$ cat src/rtl/delay_pkg.sv
// delay_pkg: shared constants and state type for the delay-line tap controller
package delay_pkg;
  localparam int TAPS    = 512;
  localparam int IDX_W   = 9;
  localparam int FILT_TH = 8;
  localparam int SETTLE  = 8;
  localparam int FILT_W  = $clog2(FILT_TH) + 2;
  localparam int SET_W   = $clog2(SETTLE + 1);
  localparam logic [IDX_W-1:0] INIT_TAP  = IDX_W'(TAPS / 2);
  localparam logic [IDX_W-1:0] INIT_STEP = IDX_W'(TAPS / 4);
  typedef enum logic [1:0] {IDLE, SEARCH, TRACK} state_e;
endpackage

$ cat src/rtl/delay_tap_decode.sv
// delay_tap_decode: registered tap index to one-hot enable, resetting to bit 0
module delay_tap_decode #(
  parameter int TAPS  = 512,
  parameter int IDX_W = $clog2(TAPS)
) (
  input  logic             clk,
  input  logic             rst,
  input  logic [IDX_W-1:0] tap,
  output logic [TAPS-1:0]  en
);
  logic [TAPS-1:0] en_q;
  always_ff @(posedge clk) begin
    if (rst) en_q <= TAPS'(1);
    else en_q <= TAPS'(1) << tap;
  end
  assign en = en_q;
endmodule

$ cat src/rtl/delay_tap_ctrl.sv
// delay_tap_ctrl: binary-search then filtered +/-1 tracking lock of a delay-line tap
module delay_tap_ctrl
  import delay_pkg::*;
(
  input  logic             clk,
  input  logic             rst,
  input  logic             start,
  input  logic             pd_valid,
  input  logic             pd_late,
  input  logic             manual_en,
  input  logic [IDX_W-1:0] manual_tap,
  output logic [TAPS-1:0]  en,
  output logic [IDX_W-1:0] tap,
  output logic             busy,
  output logic             locked,
  output logic             sat_err
);
  state_e state_q, state_d;
  logic [IDX_W-1:0] tap_q, tap_d, step_q, step_d;
  logic signed [FILT_W-1:0] filt_q, filt_d, filt_n;
  logic [SET_W-1:0] settle_q, settle_d;
  logic sat_q, sat_d, go, acc, up_hit, dn_hit;
  assign go     = start && !manual_en;
  assign acc    = pd_valid && settle_q == '0 && state_q != IDLE && !manual_en && !start;
  assign filt_n = pd_late ? filt_q - FILT_W'(1) : filt_q + FILT_W'(1);
  assign up_hit = filt_n == FILT_W'(FILT_TH);
  assign dn_hit = filt_n == FILT_W'(-FILT_TH);
  always_comb begin
    state_d = state_q;
    tap_d   = tap_q;
    step_d  = step_q;
    filt_d  = filt_q;
    sat_d   = sat_q;
    if (manual_en) begin
      state_d = IDLE;
      tap_d   = manual_tap;
      filt_d  = '0;
    end else if (start) begin
      state_d = SEARCH;
      tap_d   = INIT_TAP;
      step_d  = INIT_STEP;
      filt_d  = '0;
      sat_d   = 1'b0;
    end else if (acc && state_q == SEARCH) begin
      tap_d   = pd_late ? tap_q - step_q : tap_q + step_q;
      step_d  = step_q >> 1;
      state_d = step_q == IDX_W'(1) ? TRACK : SEARCH;
      filt_d  = '0;
    end else if (acc) begin
      filt_d = (up_hit || dn_hit) ? '0 : filt_n;
      // a bound hit flags sat_err and leaves the tap (and so settle) untouched
      if (up_hit) begin
        if (tap_q == IDX_W'(TAPS - 1)) sat_d = 1'b1;
        else tap_d = tap_q + IDX_W'(1);
      end
      if (dn_hit) begin
        if (tap_q == '0) sat_d = 1'b1;
        else tap_d = tap_q - IDX_W'(1);
      end
    end
    settle_d = (go || tap_d != tap_q) ? SET_W'(SETTLE)
             : settle_q == '0 ? '0 : settle_q - SET_W'(1);
  end
  always_ff @(posedge clk) begin
    if (rst) begin
      state_q  <= IDLE;
      tap_q    <= '0;
      step_q   <= INIT_STEP;
      filt_q   <= '0;
      settle_q <= '0;
      sat_q    <= 1'b0;
    end else begin
      state_q  <= state_d;
      tap_q    <= tap_d;
      step_q   <= step_d;
      filt_q   <= filt_d;
      settle_q <= settle_d;
      sat_q    <= sat_d;
    end
  end
  delay_tap_decode #(.TAPS(TAPS), .IDX_W(IDX_W)) u_dec (
    .clk(clk),
    .rst(rst),
    .tap(tap_q),
    .en (en)
  );
  assign tap     = tap_q;
  assign busy    = state_q != IDLE;
  assign locked  = state_q == TRACK;
  assign sat_err = sat_q;
endmodule

$ cat config.mk
export PLATFORM = sky130hd
export DESIGN_NAME = delay_tap_ctrl
export DESIGN_NICKNAME = d
export VERILOG_FILES = /design/src/rtl/delay_pkg.sv /design/src/rtl/delay_tap_decode.sv /design/src/rtl/delay_tap_ctrl.sv
export SDC_FILE = /design/constraint.sdc
export NUM_CORES = 1
export LEC_CHECK = 0
export CORE_ASPECT_RATIO = 1.75
export CORE_MARGIN = 4
export CORE_UTILIZATION = 30
export DETAILED_ROUTE_END_ITERATION = 6
export MAX_ROUTING_LAYER = met4
export PLACE_DENSITY = 0.64
export SLEW_MARGIN = 40
export SYNTH_ARGS = -nofsm -noshare
export SYNTH_HDL_FRONTEND = slang
export SYNTH_SLANG_ARGS = --single-unit
export TNS_END_PERCENT = 10
$ cat constraint.sdc
create_clock -name clk -period 3.9 [get_ports clk]
set_input_delay 0.78 -clock clk [delete_from_list [all_inputs] [get_ports clk]]
set_output_delay 0.78 -clock clk [all_outputs]
set_load 0.01 [all_outputs]
# After elaboration in Yosys (flattened, before gate mapping)
# Cells that the tools add are included.
op_classes:
  n_addsub: 7
  eq_ne: 8
  n_shift: 1
  mux: 25
  n_bitwise: 1
  n_reduce_logical: 21
op_table:
  columns: ["op", "n"]
  rows:
  - ["1-bit by 9-bit left shift with 512-bit output, first input constant", 1]
  - ["9-bit 2-to-1 mux", 11]
  - ["5-bit 2-to-1 mux", 2]
  - ["9-bit by 1-bit adder with 9-bit output, second input constant", 1]
  - ["9-bit adder", 1]
  - ["9-bit by 1-bit equality test with 1-bit output, second input constant", 1]
  - ["9-bit equality test, second input constant", 1]
  - ["9-bit zero test", 1]
  - ["1-bit 2-to-1 mux", 9]
  - ["9-bit inequality test", 1]
  - ["9-bit by 1-bit subtractor with 9-bit output, second input constant", 1]
  - ["9-bit subtractor", 1]
  - ["4-bit 2-to-1 mux", 2]
  - ["1-bit logical AND", 6]
  - ["2-bit nonzero test", 3]
  - ["3-bit OR reduction", 2]
  - ["5-bit by 2-bit adder with 5-bit output, second input constant", 1]
  - ["5-bit by 4-bit equality test with 1-bit output, second input constant", 1]
  - ["5-bit equality test, second input constant", 1]
  - ["5-bit by 2-bit subtractor with 5-bit output, second input constant", 1]
  - ["4-bit zero test", 1]
  - ["4-bit OR reduction", 1]
  - ["4-bit by 1-bit subtractor with 4-bit output, second input constant", 1]
  - ["3-bit AND reduction", 1]
  - ["9 further kinds", 11]
totals:
  ff_bits: 542
  in_bits: 15
  output_inout_bits: 524
  word_cells: 72

# Depth between registers and ports, before layout
# Gate-level depths: netlist (run 1).
depth:
  depth_word: 13
  depth_mapped: 14
  mapped_depth_nobuf: 14

# Cells and area by module
# Synthesis (run 1) repeated with hierarchy kept, for this count alone.
hier_totals:
  hier_cells: 1701
  area_unflattened_um2: 18302.6
modules_own_cells:
  columns: ["module", "instances", "cells_each", "area_per_inst_um2", "seq_area_each_um2"]
  rows:
  - ["delay_tap_decode", 1, 1274, 15225.9, 10249.8]
  - ["delay_tap_ctrl", 1, 427, 3076.7, 580.6]

# Worst setup path before layout (run 1)
# Ideal clock, no wire load.
synth_path:
  path_kind: "input -> register"
  startpoint: "input pd_late"
  endpoint: "register settle_q[3]"
  setup_time_ns: 0.115
  arrival_time_ns: 3.488
  t_required_ns: 3.785
  path_slack_ns: 0.297
  path_stages: 13
  path_buffers: 2
  path_cell_list: "buf_2 > inv_1 > fa_1 > nand2b_1 > a21oi_1 > xor2_1 > clkbuf_1 > nor2_1 > o2111ai_1 > nand4b_1 > a311oi_2 > nand4_2 > o21ba_2"
synth_via:
  elab_chain_len: 12
  elab_cells_between_ends: 14
  cone_classes: "eq/ne (3); mux (10); reduce/logical (1)"
synth_lines:
  columns: ["element", "line_no", "rtl"]
  rows:
  - ["from (decl)", "delay_tap_ctrl.sv:9", "input logic pd_late,"]
  - ["5-bit 2-to-1 mux", "delay_tap_ctrl.sv:25", "assign filt_n = pd_late ? filt_q - FILT_W'(1) : filt_q + FILT_W'(1);"]
  - ["5-bit equality test", "delay_tap_ctrl.sv:26", "assign up_hit = filt_n == FILT_W'(FILT_TH);"]
  - ["9-bit 2-to-1 mux", "delay_tap_ctrl.sv:52", "if (up_hit) begin"]
  - ["9-bit 2-to-1 mux", "delay_tap_ctrl.sv:57", "if (tap_q == '0) sat_d = 1'b1;"]
  - ["9-bit 2-to-1 mux", "delay_tap_ctrl.sv:56", "if (dn_hit) begin"]
  - ["9-bit 2-to-1 mux", "delay_tap_ctrl.sv:49", "end else if (acc) begin"]
  - ["9-bit 2-to-1 mux (*)", "delay_tap_ctrl.sv:44", "end else if (acc && state_q == SEARCH) begin"]
  - ["9-bit 2-to-1 mux (*)", "delay_tap_ctrl.sv:38", "end else if (start) begin"]
  - ["9-bit 2-to-1 mux (*)", "delay_tap_ctrl.sv:34", "if (manual_en) begin"]
  - ["9-bit inequality test (*)", "delay_tap_ctrl.sv:61", "settle_d = (go || tap_d != tap_q) ? SET_W'(SETTLE)"]
  - ["1-bit logical OR (*)", "delay_tap_ctrl.sv:61", null]
  - ["4-bit 2-to-1 mux (*)", "delay_tap_ctrl.sv:61", null]
  - ["to (signal assigned)", "delay_tap_ctrl.sv:77", "settle_q <= settle_d;"]
  - ["to (decl)", "delay_tap_ctrl.sv:21", "logic [SET_W-1:0] settle_q, settle_d;"]
# Mark *: on every way between the ends. The rest lies on a longest branch, timed or not.
# A chain may end at the register's enable or synchronous reset.

# Worst setup path after layout (run 1)
layout_path:
  startpoint: "register step_q[1]"
  endpoint: "register settle_q[3]"
layout_via:
  elab_chain_len: 8
  elab_cells_between_ends: 9
  cone_classes: "add/sub (2); eq/ne (1); mux (5); reduce/logical (1)"
layout_lines:
  columns: ["element", "line_no", "rtl"]
  rows:
  - ["from (decl)", "delay_tap_ctrl.sv:19", "logic [IDX_W-1:0] tap_q, tap_d, step_q, step_d;"]
  - ["from (signal assigned)", "delay_tap_ctrl.sv:75", "step_q <= step_d;"]
  - ["9-bit adder or 9-bit subtractor (tied branches)", "delay_tap_ctrl.sv:45", "tap_d = pd_late ? tap_q - step_q : tap_q + step_q;"]
  - ["9-bit 2-to-1 mux (*)", "delay_tap_ctrl.sv:45", null]
  - ["9-bit 2-to-1 mux (*)", "delay_tap_ctrl.sv:44", null]
  - ["9-bit 2-to-1 mux (*)", "delay_tap_ctrl.sv:38", null]
  - ["9-bit 2-to-1 mux (*)", "delay_tap_ctrl.sv:34", null]
  - ["9-bit inequality test (*)", "delay_tap_ctrl.sv:61", null]
  - ["1-bit logical OR (*)", "delay_tap_ctrl.sv:61", null]
  - ["4-bit 2-to-1 mux (*)", "delay_tap_ctrl.sv:61", null]
# Marks and branches as above.

==> impl_metrics.xml, run 1 <==
<?xml version="1.0" encoding="UTF-8"?>
<metrics>
  <group name="status">
    <metric name="status" unit="">complete, no violations</metric>
  </group>
  <group name="timing">
    <metric name="setup_total_negative_slack" unit="ns">0</metric>
    <metric name="layout_setup_ws" unit="ns">0.2906</metric>
    <metric name="finalHoldViolCount" unit="">0</metric>
    <metric name="grt_setup_unrepaired" unit="">false</metric>
    <metric name="timing.slew.headroom" unit="%">44.47</metric>
    <metric name="hold-worst-slack" unit="ns">0.4613</metric>
    <metric name="worstMarginPinSlew" unit="ns">0.8265</metric>
    <metric name="final-setup-viol-count" unit="">0</metric>
    <metric name="fin_crit" unit="ns">3.609</metric>
    <metric name="max_freq" unit="GHz">0.2771</metric>
    <metric name="timing.final.max_slew_violations" unit="">0</metric>
    <metric name="fin_crit_sh" unit="%">92.55</metric>
    <metric name="timing.clock.skew" unit="ns">0.02804</metric>
  </group>
  <group name="layout">
    <metric name="layoutNonFillerInstCount" unit="">2915</metric>
    <metric name="layout.area.seq" unit="sq mm">0.01083</metric>
    <metric name="area_growth" unit="%">51.89</metric>
    <metric name="fraction_of_layout_instances_using_a_drive_strength_above_1" unit="%">9.298</metric>
    <metric name="finish.net_count" unit="">2240</metric>
    <metric name="multi_input_comb_area" unit="sq mm">0.004738</metric>
    <metric name="filler_cell_count" unit="">4925</metric>
    <metric name="finish.instance_area" unit="sq mm">0.02427</metric>
    <metric name="num_antenna_cells" unit="">0</metric>
  </group>
  <group name="grt">
    <metric name="grt_usage" unit="%">22.69</metric>
    <metric name="maximum_number_of_pins_on_one_net_before_global_route_repair" unit="">28</metric>
    <metric name="grt_pass1_vias" unit="">13720</metric>
    <metric name="grt_overflow_total" unit="">0</metric>
    <metric name="antenna_found_initial" unit="">0</metric>
    <metric name="grt_first_pass_wirelength" unit="mm">93.54</metric>
  </group>
  <group name="placed_design">
    <metric name="pre_cts_slack" unit="ns">-0.6072</metric>
    <metric name="dpl_cell_area" unit="sq mm">0.02269</metric>
    <metric name="place_inst" unit="">2829</metric>
    <metric name="gp_congestion" unit="">0.9219</metric>
    <metric name="buffer_ports.inserted" unit="">538</metric>
    <metric name="place_hpwl" unit="mm">50.17</metric>
  </group>
  <group name="synthesis">
    <metric name="synth_top_family_by_area" unit="">simple AND/OR/NAND/NOR gates</metric>
    <metric name="synth_adder_area_share" unit="%">1.973</metric>
    <metric name="yosys.area_share.simple" unit="%">20.26</metric>
    <metric name="postSynthAreaPerCell" unit="sq um">9.961</metric>
    <metric name="ys.flop_type" unit="">sky130_fd_sc_hd__dfxtp_1</metric>
    <metric name="synth_sequential_area_ratio" unit="%">67.78</metric>
    <metric name="synth_instances" unit="">1604</metric>
    <metric name="netlist_area" unit="sq mm">0.01598</metric>
    <metric name="complex_gate_fraction_of_the_synthesized_area" unit="%">5.372</metric>
    <metric name="synthXorXnorAreaFrac" unit="%">1.425</metric>
    <metric name="yosys_register_bits" unit="">541</metric>
    <metric name="synthMuxAreaShare" unit="%">0.3289</metric>
    <metric name="ys_types" unit="">65</metric>
    <metric name="yosys_warnings" unit="">0</metric>
    <metric name="syn_nets" unit="">1643</metric>
    <metric name="synth_edf_count" unit="">0</metric>
    <metric name="async_sr_flop_fraction" unit="%">0</metric>
  </group>
  <group name="worst_setup_path">
    <metric name="cp-end-kind" unit="">flop</metric>
    <metric name="r2r-end" unit="">settle_q[3]</metric>
    <metric name="arrival_time_at_the_worst_endpoint" unit="ns">4.06</metric>
    <metric name="crit_path_max_fanout" unit="">4</metric>
    <metric name="cp-startpoint" unit="">step_q[1]</metric>
    <metric name="worst-setup-path-type" unit="">flop to flop</metric>
    <metric name="cp.buffers_inverters" unit="">1</metric>
    <metric name="timing.critical_path.from_type" unit="">flop</metric>
    <metric name="crit_path_cell_trace" unit="">inv_1, ha_1, mux2_2, fa_1, xor2_1, nand2b_1, o21ai_1, a221o_1, a311oi_1, nand4b_1, a311oi_2, nand4_2, o21ba_2</metric>
    <metric name="worst-endpoint-required" unit="ns">4.35</metric>
    <metric name="worst_r2r_startpoint" unit="">step_q[1]</metric>
    <metric name="critical_path_cell_with_the_highest_stage_delay" unit="">sky130_fd_sc_hd__fa_1</metric>
    <metric name="path_delay_family" unit="">compound AO/OA/AOI/OAI gates</metric>
    <metric name="worst-r2r-setup-slack" unit="ns">0.29</metric>
    <metric name="timing.reg2reg.worst_path_depth" unit="">13</metric>
    <metric name="critical_path.max_stage_delay" unit="ns">0.42</metric>
  </group>
  <group name="route">
    <metric name="detail_route.wl_per_cell" unit="um">22.82</metric>
    <metric name="first_iter_violations" unit="">888</metric>
    <metric name="total_routed_wirelength" unit="mm">66.53</metric>
    <metric name="route.antenna.remaining_nets" unit="">0</metric>
    <metric name="average_vias_per_placed_instance" unit="">4.674</metric>
    <metric name="drt_drc_violations_left" unit="">0</metric>
    <metric name="routed-via-count" unit="">13630</metric>
    <metric name="first_pass_iters" unit="">6</metric>
  </group>
  <group name="clock_network">
    <metric name="cts_num_sinks" unit="">541</metric>
    <metric name="max-clock-path-buffers" unit="">3</metric>
    <metric name="clockRootBuffer" unit="">sky130_fd_sc_hd__clkbuf_16</metric>
    <metric name="tritoncts" unit="">built</metric>
    <metric name="clk_transition_reported_paths" unit="ns">0.06</metric>
    <metric name="clock_latency_at_the_later_pin_of_the_worst_skew_pair" unit="ns">0.57</metric>
    <metric name="cts_buffers" unit="">46</metric>
    <metric name="cts_htree_levels" unit="">2</metric>
  </group>
  <group name="floorplanning">
    <metric name="core_region_area" unit="sq mm">0.05250</metric>
    <metric name="initial_utilization" unit="%">30.44</metric>
    <metric name="die-height" unit="um">313.3</metric>
    <metric name="pin_count" unit="">539</metric>
    <metric name="floorplan.die_area" unit="sq mm">0.05716</metric>
    <metric name="rows" unit="">111</metric>
    <metric name="die_span_in_x" unit="um">182.5</metric>
  </group>
  <group name="min_path">
    <metric name="hold_class" unit="">flop to flop</metric>
    <metric name="hold_path_startpoint" unit="">settle_q[0]</metric>
    <metric name="hold_end" unit="">settle_q[0]</metric>
    <metric name="min_path_cells" unit="">1</metric>
  </group>
  <group name="pwr">
    <metric name="ir_drop" unit="mV">0.3527</metric>
    <metric name="power_density" unit="mW/mm^2">442.2</metric>
    <metric name="total_leakage_power" unit="nW">8.636</metric>
  </group>
  <group name="flow_run">
    <metric name="drv_cap" unit="">0</metric>
  </group>
</metrics>
[area by class of cell]
class	instances	share of cell area (%)
clock inverter	16	0.7939
multi-input combinational	949	19.52
inverter	19	0.2939
timing repair buffer	644	25.68
clock buffer	68	5.583
sequential	541	44.63
tap	678	3.495
[cells in the mapped netlist, types with 5 or more instances]
cell type	instances	area (sq um)
sky130_fd_sc_hd__clkbuf_1	89	334.1
sky130_fd_sc_hd__o21ai_0	23	115.1
sky130_fd_sc_hd__nor2_1	559	2098
sky130_fd_sc_hd__nor3b_1	6	45.04
sky130_fd_sc_hd__and2_1	6	37.54
sky130_fd_sc_hd__inv_1	19	71.32
sky130_fd_sc_hd__nand2b_1	7	43.79
sky130_fd_sc_hd__nor2b_1	13	81.33
sky130_fd_sc_hd__xor2_1	9	78.83
sky130_fd_sc_hd__or2_2	7	43.79
sky130_fd_sc_hd__a21oi_1	37	185.2
sky130_fd_sc_hd__nand4_1	12	75.07
sky130_fd_sc_hd__o211ai_1	5	37.54
sky130_fd_sc_hd__nand2_1	65	244.0
sky130_fd_sc_hd__or3_1	5	31.28
sky130_fd_sc_hd__nand3b_1	9	67.56
sky130_fd_sc_hd__xnor2_1	17	148.9
sky130_fd_sc_hd__o22ai_1	5	31.28
sky130_fd_sc_hd__ha_1	22	275.3
sky130_fd_sc_hd__nor3_1	18	90.09
sky130_fd_sc_hd__a211oi_1	7	52.55
sky130_fd_sc_hd__dfxtp_1	541	10830
sky130_fd_sc_hd__nor4_1	7	43.79
sky130_fd_sc_hd__nand3_1	36	180.2
[per-stage QoR]
step	utilization [%]	power, W
3_3_place_gp	43.14	0.006176
2_1_floorplan	-	0.005939
4_1_cts	46.19	0.01081
5_1_grt	46.23	0.01105
6_report	46.23	0.01073
3_5_place_dp	43.21	0.006178
[worst register-to-register path: cells and delay by family (launching register included)]
| kind | cells | cell delay [ns] |
|---|---|---|
| buffers and inverters | 1 | 0.08 |
| AND/OR/NAND/NOR | 3 | 0.52 |
| adder cells (fa/ha/maj) | 2 | 0.73 |
| flip-flops | 1 | 0.33 |
| multiplexers | 1 | 0.30 |
| XOR/XNOR | 1 | 0.18 |
| AO/OA/AOI/OAI | 5 | 1.35 |
[logic make-up (layout without fill, tap and decap cells)]
kind of cell	after synthesis	after routing
compound gates	127	127
flops	541	541
mux	5	5
buf+inv	114	747
simple gates	767	767
xor+xnor	26	26
fa+ha+maj	24	24
[registers in the layout, summed over array words and instances, names as in the netlist]
signal and count:
filt_q 5, sat_err 1, settle_q 4, state_q 2, step_q 8, tap 9
u_dec.en 512
[what timing repair did]
item	CTS	global route
setup endpoints to repair	1	5
pin swaps	0	2
setup buffers	2	0
hold buffers	0	0
resized for setup	0	4
[per-layer routing]
layer / track usage [%] / vias up / wire length (um)
met5: - / - / 0
li1: - / 6344 / -
met1: 22.59 / 6507 / 23250
met2: 42.49 / 601 / 35880
met3: 2.952 / 173 / 3284
met4: 12.07 / 0 / 4117
[worst max-delay path by stage]
stage / endpoint / depth (start not counted) / slack (ns)
3_5_place_dp: settle_q[3] / 14 / -0.61
5_1_grt: settle_q[2] / 13 / 0.04
3_3_place_gp: settle_q[3] / 14 / -0.57
6_report: settle_q[3] / 13 / 0.29
2_1_floorplan: settle_q[3] / 13 / 0.30
4_1_cts: settle_q[3] / 14 / 0.01
[power breakdown]
| group | switching [W] | internal, W |
|---|---|---|
| registers | 0.0000207 | 0.00554 |
| logic | 0.000323 | 0.000179 |
| clock network | 0.00204 | 0.00263 |
[cell usage in the layout, fill, tap and decap left out, types with 22 or more instances in the layout]
cell	n
sky130_fd_sc_hd__ha_1	22
sky130_fd_sc_hd__o21ai_0	22
sky130_fd_sc_hd__clkdlybuf4s50_1	537
sky130_fd_sc_hd__nand2_1	61
sky130_fd_sc_hd__dfxtp_1	541
sky130_fd_sc_hd__a21oi_1	36
sky130_fd_sc_hd__nor2_1	559
sky130_fd_sc_hd__clkbuf_16	47
sky130_fd_sc_hd__nand3_1	31
sky130_fd_sc_hd__buf_4	102
(Power assumes the default switching activity.)
==> inputs of run 2 (changes only) <==
--- a/config.mk
+++ b/config.mk
@@ -9,9 +9,10 @@
 export CORE_MARGIN = 4
 export CORE_UTILIZATION = 30
 export DETAILED_ROUTE_END_ITERATION = 6
+export HOLD_SLACK_MARGIN = 0.08
 export MAX_ROUTING_LAYER = met4
 export PLACE_DENSITY = 0.64
-export SLEW_MARGIN = 40
+export SLEW_MARGIN = 25
 export SYNTH_ARGS = -nofsm -noshare
 export SYNTH_HDL_FRONTEND = slang
 export SYNTH_SLANG_ARGS = --single-unit
==> run 2 against run 1 <==
Compared with the run above:
- register-to-register slack worse by 0.08 ns
- critical path depth unchanged
- sequential share of layout area grew 0.12 points
- clock power about the same
- worst setup slack worse by 0.075 ns
==> impl_metrics.xml, run 2 (synthesis results as in run 1) <==
<?xml version="1.0" encoding="UTF-8"?>
<metrics>
  <group name="placed_design">
    <metric name="place_hpwl" unit="mm">50.14</metric>
    <metric name="buffer_ports.inserted" unit="">538</metric>
    <metric name="dpl_cell_area" unit="sq mm">0.02265</metric>
    <metric name="pre_cts_slack" unit="ns">-0.5893</metric>
    <metric name="gp_congestion" unit="">0.9219</metric>
    <metric name="place_inst" unit="">2828</metric>
  </group>
  <group name="route">
    <metric name="route.antenna.remaining_nets" unit="">0</metric>
    <metric name="total_routed_wirelength" unit="mm">66.23</metric>
    <metric name="routed-via-count" unit="">13570</metric>
    <metric name="detail_route.wl_per_cell" unit="um">22.76</metric>
    <metric name="first_pass_iters" unit="">5</metric>
    <metric name="drt_drc_violations_left" unit="">0</metric>
    <metric name="average_vias_per_placed_instance" unit="">4.664</metric>
    <metric name="first_iter_violations" unit="">832</metric>
  </group>
  <group name="layout">
    <metric name="layout.cells.most_common" unit="">sky130_fd_sc_hd__nor2_1</metric>
    <metric name="fraction_of_layout_instances_using_a_drive_strength_above_1" unit="%">8.916</metric>
    <metric name="num_antenna_cells" unit="">0</metric>
    <metric name="finish.utilization" unit="%">46.11</metric>
    <metric name="finish.net_count" unit="">2237</metric>
    <metric name="layoutNonFillerInstCount" unit="">2910</metric>
    <metric name="most_frequent_cells_in_the_layout" unit="">559 x sky130_fd_sc_hd__nor2_1, 541 x sky130_fd_sc_hd__dfxtp_1, 537 x sky130_fd_sc_hd__clkdlybuf4s50_1, 99 x sky130_fd_sc_hd__buf_4, 65 x sky130_fd_sc_hd__nand2_1</metric>
    <metric name="largest_register_ffs" unit="">512</metric>
    <metric name="area_growth" unit="%">51.50</metric>
    <metric name="finish.instance_area" unit="sq mm">0.02421</metric>
  </group>
  <group name="timing">
    <metric name="fin_crit" unit="ns">3.685</metric>
    <metric name="layout_setup_ws" unit="ns">0.2153</metric>
    <metric name="fin_crit_sh" unit="%">94.48</metric>
    <metric name="timing.final.max_slew_violations" unit="">0</metric>
    <metric name="timing.clock.skew" unit="ns">0.03967</metric>
    <metric name="worstMarginPinSlew" unit="ns">0.9825</metric>
    <metric name="max_freq" unit="GHz">0.2714</metric>
    <metric name="grt_setup_unrepaired" unit="">false</metric>
    <metric name="final-setup-viol-count" unit="">0</metric>
    <metric name="finalHoldViolCount" unit="">0</metric>
    <metric name="timing.slew.headroom" unit="%">34.30</metric>
  </group>
  <group name="worst_setup_path">
    <metric name="worst-setup-path-type" unit="">flop to flop</metric>
    <metric name="critical_path.max_stage_delay" unit="ns">0.45</metric>
    <metric name="critical_path_cell_with_the_highest_stage_delay" unit="">sky130_fd_sc_hd__a311oi_1</metric>
    <metric name="cpMostUsedCell" unit="">sky130_fd_sc_hd__mux2_2</metric>
    <metric name="crit_path_max_fanout" unit="">4</metric>
    <metric name="cp-end-kind" unit="">flop</metric>
    <metric name="worst-r2r-setup-slack" unit="ns">0.22</metric>
    <metric name="path_delay_family" unit="">compound AO/OA/AOI/OAI gates</metric>
    <metric name="arrival_time_at_the_worst_endpoint" unit="ns">4.14</metric>
    <metric name="crit_path_cell_trace" unit="">inv_1, ha_1, mux2_2, fa_1, nor2b_1, o31a_1, o22ai_1, a311oi_1, mux2_2, o2111ai_1, a311oi_2, nand4_2, o21ba_2</metric>
    <metric name="timing.critical_path.from_type" unit="">flop</metric>
    <metric name="cp.buffers_inverters" unit="">1</metric>
    <metric name="worst-endpoint-required" unit="ns">4.36</metric>
  </group>
  <group name="clock_network">
    <metric name="cts_htree_levels" unit="">2</metric>
    <metric name="cts_buffers" unit="">46</metric>
    <metric name="clockRootBuffer" unit="">sky130_fd_sc_hd__clkbuf_16</metric>
    <metric name="cts_setup_buffers" unit="">0</metric>
    <metric name="max-clock-path-buffers" unit="">3</metric>
    <metric name="clock_latency_at_the_later_pin_of_the_worst_skew_pair" unit="ns">0.59</metric>
    <metric name="tritoncts" unit="">built</metric>
    <metric name="clk_transition_reported_paths" unit="ns">0.07</metric>
    <metric name="cts_num_sinks" unit="">541</metric>
  </group>
  <group name="floorplanning">
    <metric name="die-height" unit="um">313.3</metric>
    <metric name="initial_utilization" unit="%">30.44</metric>
    <metric name="pin_count" unit="">539</metric>
    <metric name="rows" unit="">111</metric>
    <metric name="floorplan.die_area" unit="sq mm">0.05716</metric>
    <metric name="core_region_area" unit="sq mm">0.05250</metric>
    <metric name="die_span_in_x" unit="um">182.5</metric>
  </group>
  <group name="flow_run">
    <metric name="drv_cap" unit="">0</metric>
  </group>
  <group name="grt">
    <metric name="grt_pass1_vias" unit="">13670</metric>
    <metric name="grt_first_pass_wirelength" unit="mm">92.69</metric>
    <metric name="grt_overflow_total" unit="">0</metric>
    <metric name="grt_usage" unit="%">22.52</metric>
    <metric name="maximum_number_of_pins_on_one_net_before_global_route_repair" unit="">28</metric>
    <metric name="antenna_found_initial" unit="">0</metric>
  </group>
  <group name="pwr">
    <metric name="total_leakage_power" unit="nW">8.621</metric>
    <metric name="ir_drop" unit="mV">0.3323</metric>
    <metric name="power_density" unit="mW/mm^2">442.1</metric>
  </group>
  <group name="min_path">
    <metric name="hold_class" unit="">flop to flop</metric>
  </group>
  <group name="status">
    <metric name="status" unit="">complete, no violations</metric>
  </group>
</metrics>
## run 2: changes by cell type in the layout (fill, tap and decap cells not counted), sizes merged
cell / delta
inv: +2
buf: -3
clkbuf: -8
clkinv: +4
## run 2: repair_timing
item,4_1_cts,5_1_grt
resized for setup,0,5
endpoints found under the setup margin,0,5
hold buffers,0,0
## run 2: power by group
part           total, W  switching [W]  leakage (nW)  internal (W)
Combinational  0.000497       0.000321          3.50      0.000176
Clock           0.00465        0.00209         0.760       0.00256
Sequential      0.00556      0.0000205          4.36       0.00554
## run 2: layout make-up
type / count / area (sq um)
fillers: 4889 / 28290
flip-flops and latches: 541 / 10830
repair buffers: 641 / 6211
multi-input cells: 949 / 4710
clock buffers: 60 / 1284
well taps: 678 / 848.3
clock inverters: 22 / 251.5
inverters: 19 / 71.32
## run 2: metrics by stage
step	total power (W)	hold slack (ns)	setup TNS [ns]
final	0.01070	0.4674	0
after global routing	0.01104	0.5038	0
after CTS	0.01080	0.4599	0
after detailed placement	0.006174	0.4506	-3.385
after global placement	0.006176	0.4297	-3.025
after floorplan	0.005939	0.4156	0
## run 2: routing by layer
metal	global-route usage, %	vias up	wire [um]
met5	-	-	0
met3	3.172	178	3320
met2	41.60	581	35330
met1	22.25	6485	23090
li1	-	6329	-
met4	13.20	0	4482
## run 2: path summary, 6_finish.rpt
kind / cells past startpoint / to / startpoint
hold reg to reg: 1 / settle_q[0] / settle_q[0]
setup reg to reg: 13 / settle_q[3] / step_q[1]
setup / recovery: 13 / settle_q[3] / step_q[1]
hold / removal: 1 / settle_q[0] / settle_q[0]
## run 2: worst reg2reg max path: cells and delay by family (launching register included)
kind	cells	cell delay, ns
flops	1	0.33
compound gates	6	1.48
fa+ha+maj	2	0.72
simple gates	2	0.40
mux	2	0.57
buf+inv	1	0.08
==> inputs of run 3 (changes only) <==
--- a/config.mk
+++ b/config.mk
@@ -8,6 +8,7 @@
 export CORE_ASPECT_RATIO = 1.75
 export CORE_MARGIN = 4
 export CORE_UTILIZATION = 30
+export CTS_CLUSTER_SIZE = 12
 export DETAILED_ROUTE_END_ITERATION = 6
 export HOLD_SLACK_MARGIN = 0.08
 export MAX_ROUTING_LAYER = met4
==> run 3 against run 2 <==
Compared with the run above:
- global-route usage rose by 0.089 points
- clock-buffer cell count decreased by 2
- critical path depth stayed put
- critical path type unchanged
- critical endpoint unchanged
==> impl_metrics.xml, run 3 (synthesis results as in run 1) <==
<?xml version="1.0" encoding="UTF-8"?>
<metrics>
  <group name="route">
    <metric name="route.antenna.remaining_nets" unit="">0</metric>
    <metric name="drt_drc_violations_left" unit="">0</metric>
    <metric name="average_vias_per_placed_instance" unit="">4.711</metric>
    <metric name="total_routed_wirelength" unit="mm">66.30</metric>
    <metric name="first_pass_iters" unit="">5</metric>
    <metric name="routed-via-count" unit="">13620</metric>
    <metric name="first_iter_violations" unit="">722</metric>
    <metric name="detail_route.wl_per_cell" unit="um">22.93</metric>
  </group>
  <group name="pwr">
    <metric name="ir_drop" unit="mV">0.3080</metric>
    <metric name="power_density" unit="mW/mm^2">437.5</metric>
    <metric name="total_leakage_power" unit="nW">8.560</metric>
  </group>
  <group name="grt">
    <metric name="grt.met1_usage" unit="%">22.18</metric>
    <metric name="grt_pass1_vias" unit="">13750</metric>
    <metric name="grt_most_used_layer" unit="">met2</metric>
    <metric name="antenna_found_initial" unit="">0</metric>
    <metric name="groute.layer.met3.usage" unit="%">3.091</metric>
    <metric name="groute.layer.met2.usage" unit="%">42.01</metric>
    <metric name="grt_usage" unit="%">22.61</metric>
    <metric name="grt_first_pass_wirelength" unit="mm">93.16</metric>
    <metric name="grt_overflow_total" unit="">0</metric>
    <metric name="maximum_number_of_pins_on_one_net_before_global_route_repair" unit="">28</metric>
  </group>
  <group name="clock_network">
    <metric name="cts_setup_buffers" unit="">0</metric>
    <metric name="cts_htree_levels" unit="">2</metric>
    <metric name="max-clock-path-buffers" unit="">3</metric>
    <metric name="clk_transition_reported_paths" unit="ns">0.07</metric>
    <metric name="tritoncts" unit="">built</metric>
    <metric name="cts_hold_buf" unit="">0</metric>
    <metric name="ctsResizeCount" unit="">0</metric>
    <metric name="cts_num_sinks" unit="">541</metric>
    <metric name="clock_latency_at_the_later_pin_of_the_worst_skew_pair" unit="ns">0.59</metric>
    <metric name="cts_buffers" unit="">52</metric>
    <metric name="clockRootBuffer" unit="">sky130_fd_sc_hd__clkbuf_16</metric>
  </group>
  <group name="floorplanning">
    <metric name="die-height" unit="um">313.3</metric>
    <metric name="pin_count" unit="">539</metric>
    <metric name="core_region_area" unit="sq mm">0.05250</metric>
    <metric name="rows" unit="">111</metric>
    <metric name="floorplan.die_area" unit="sq mm">0.05716</metric>
    <metric name="die_span_in_x" unit="um">182.5</metric>
    <metric name="initial_utilization" unit="%">30.44</metric>
  </group>
  <group name="timing">
    <metric name="layout_setup_ws" unit="ns">0.2360</metric>
    <metric name="worstMarginPinSlew" unit="ns">0.9801</metric>
    <metric name="max_freq" unit="GHz">0.2729</metric>
    <metric name="fin_crit" unit="ns">3.664</metric>
    <metric name="timing.slew.headroom" unit="%">34.66</metric>
    <metric name="hold-worst-slack" unit="ns">0.4597</metric>
    <metric name="finalHoldViolCount" unit="">0</metric>
    <metric name="fin_crit_sh" unit="%">93.95</metric>
    <metric name="timing.clock.skew" unit="ns">0.02911</metric>
    <metric name="grt_setup_unrepaired" unit="">false</metric>
    <metric name="final-setup-viol-count" unit="">0</metric>
    <metric name="timing.final.max_slew_violations" unit="">0</metric>
  </group>
  <group name="layout">
    <metric name="area_growth" unit="%">50.87</metric>
    <metric name="filler_cell_count" unit="">4898</metric>
    <metric name="fraction_of_layout_instances_using_a_drive_strength_above_1" unit="%">8.266</metric>
    <metric name="largest_register_ffs" unit="">512</metric>
    <metric name="most_frequent_cells_in_the_layout" unit="">559 x sky130_fd_sc_hd__nor2_1, 541 x sky130_fd_sc_hd__dfxtp_1, 537 x sky130_fd_sc_hd__clkdlybuf4s50_1, 99 x sky130_fd_sc_hd__buf_4, 65 x sky130_fd_sc_hd__nand2_1</metric>
    <metric name="finish.net_count" unit="">2243</metric>
    <metric name="num_antenna_cells" unit="">0</metric>
    <metric name="layout.cells.most_common" unit="">sky130_fd_sc_hd__nor2_1</metric>
  </group>
  <group name="placed_design">
    <metric name="buffer_ports.inserted" unit="">538</metric>
    <metric name="place_hpwl" unit="mm">50.14</metric>
    <metric name="gp_congestion" unit="">0.9219</metric>
    <metric name="pre_cts_slack" unit="ns">-0.5893</metric>
  </group>
  <group name="flow_run">
    <metric name="drv_cap" unit="">0</metric>
  </group>
  <group name="worst_setup_path">
    <metric name="worst-endpoint-required" unit="ns">4.37</metric>
    <metric name="timing.critical_path.from_type" unit="">flop</metric>
    <metric name="cp-startpoint" unit="">step_q[1]</metric>
    <metric name="crit_path_max_fanout" unit="">4</metric>
    <metric name="arrival_time_at_the_worst_endpoint" unit="ns">4.13</metric>
    <metric name="worst_r2r_startpoint" unit="">step_q[1]</metric>
    <metric name="cp-end-kind" unit="">flop</metric>
    <metric name="worst-setup-path-type" unit="">flop to flop</metric>
  </group>
  <group name="min_path">
    <metric name="hold_class" unit="">flop to flop</metric>
    <metric name="hold_path_startpoint" unit="">settle_q[0]</metric>
  </group>
  <group name="status">
    <metric name="status" unit="">complete, no violations</metric>
  </group>
</metrics>
[run 3: cell count changes in the layout (fill, tap and decap cells not counted)]
| cell | before | now |
|---|---|---|
| sky130_fd_sc_hd__clkbuf_8 | 8 | 2 |
| sky130_fd_sc_hd__clkbuf_16 | 46 | 52 |
| sky130_fd_sc_hd__bufinv_16 | 3 | 1 |
| sky130_fd_sc_hd__inv_8 | 2 | 0 |
| sky130_fd_sc_hd__inv_16 | 2 | 1 |
| sky130_fd_sc_hd__clkinvlp_4 | 2 | 1 |
| sky130_fd_sc_hd__clkbuf_1 | 6 | 4 |
| sky130_fd_sc_hd__clkinv_2 | 10 | 0 |
[run 3: path summary, 6_finish.rpt]
kind / endpoint / slack [ns] / cells past startpoint
worst max-delay path: settle_q[3] / 0.24 / 13
worst min-delay path: settle_q[0] / 0.46 / 1
worst max register to register: settle_q[3] / 0.24 / 13
worst min register to register: settle_q[0] / 0.46 / 1
[run 3: cell type report]
class                   instances  area [sq um]  share of cell area (%)
multi-input cells             949          4710                   19.54
clock buffers                  58          1344                   5.575
flip-flops and latches        541         10830                   44.93
well taps                     678         848.3                   3.519
clock inverters                 6         91.34                  0.3789
repair buffers                641          6211                   25.77
inverters                      19         71.32                  0.2959
[run 3: layer usage]
metal  routed length, um  vias up
li1                    -     6324
met1               23040     6505
met2               35370      604
met3                3410      190
met4                4477        0
met5                   0        -
[run 3: report_power, final]
group	leakage (nW)	switching [W]	total, W	internal, W
Combinational	3.50	0.000321	0.000497	0.000176
Sequential	4.36	0.0000203	0.00556	0.00554
Clock	0.700	0.00200	0.00449	0.00249
Total	8.56	0.00234	0.0105	0.00820
[run 3: worst max-delay path, stage by stage, from the launching register on]
cell and delay [ns]:
sky130_fd_sc_hd__dfxtp_1 0.33, sky130_fd_sc_hd__inv_1 0.08, sky130_fd_sc_hd__ha_1 0.30, sky130_fd_sc_hd__mux2_2 0.30, sky130_fd_sc_hd__fa_1 0.43, sky130_fd_sc_hd__nor2b_1 0.19, sky130_fd_sc_hd__o31a_1 0.25, sky130_fd_sc_hd__o22ai_1 0.10
sky130_fd_sc_hd__a311oi_1 0.45, sky130_fd_sc_hd__mux2_2 0.27, sky130_fd_sc_hd__o2111ai_1 0.12, sky130_fd_sc_hd__a311oi_2 0.28, sky130_fd_sc_hd__nand4_2 0.21, sky130_fd_sc_hd__o21ba_2 0.26
[run 3: metrics by stage]
step / cells / utilization [%] / power, W / cell area [sq um] / setup TNS (ns)
finish: 2892 / 45.92 / 0.01055 / 24110 / 0
global route: 2892 / 45.92 / 0.01088 / 24110 / 0
CTS: 2892 / 45.88 / 0.01066 / 24080 / 0
detailed placement: 2828 / 43.14 / 0.006174 / 22650 / -3.385
global placement: 2828 / 43.14 / 0.006176 / 22650 / -3.025
floorplan: 1604 / - / 0.005939 / 15980 / 0
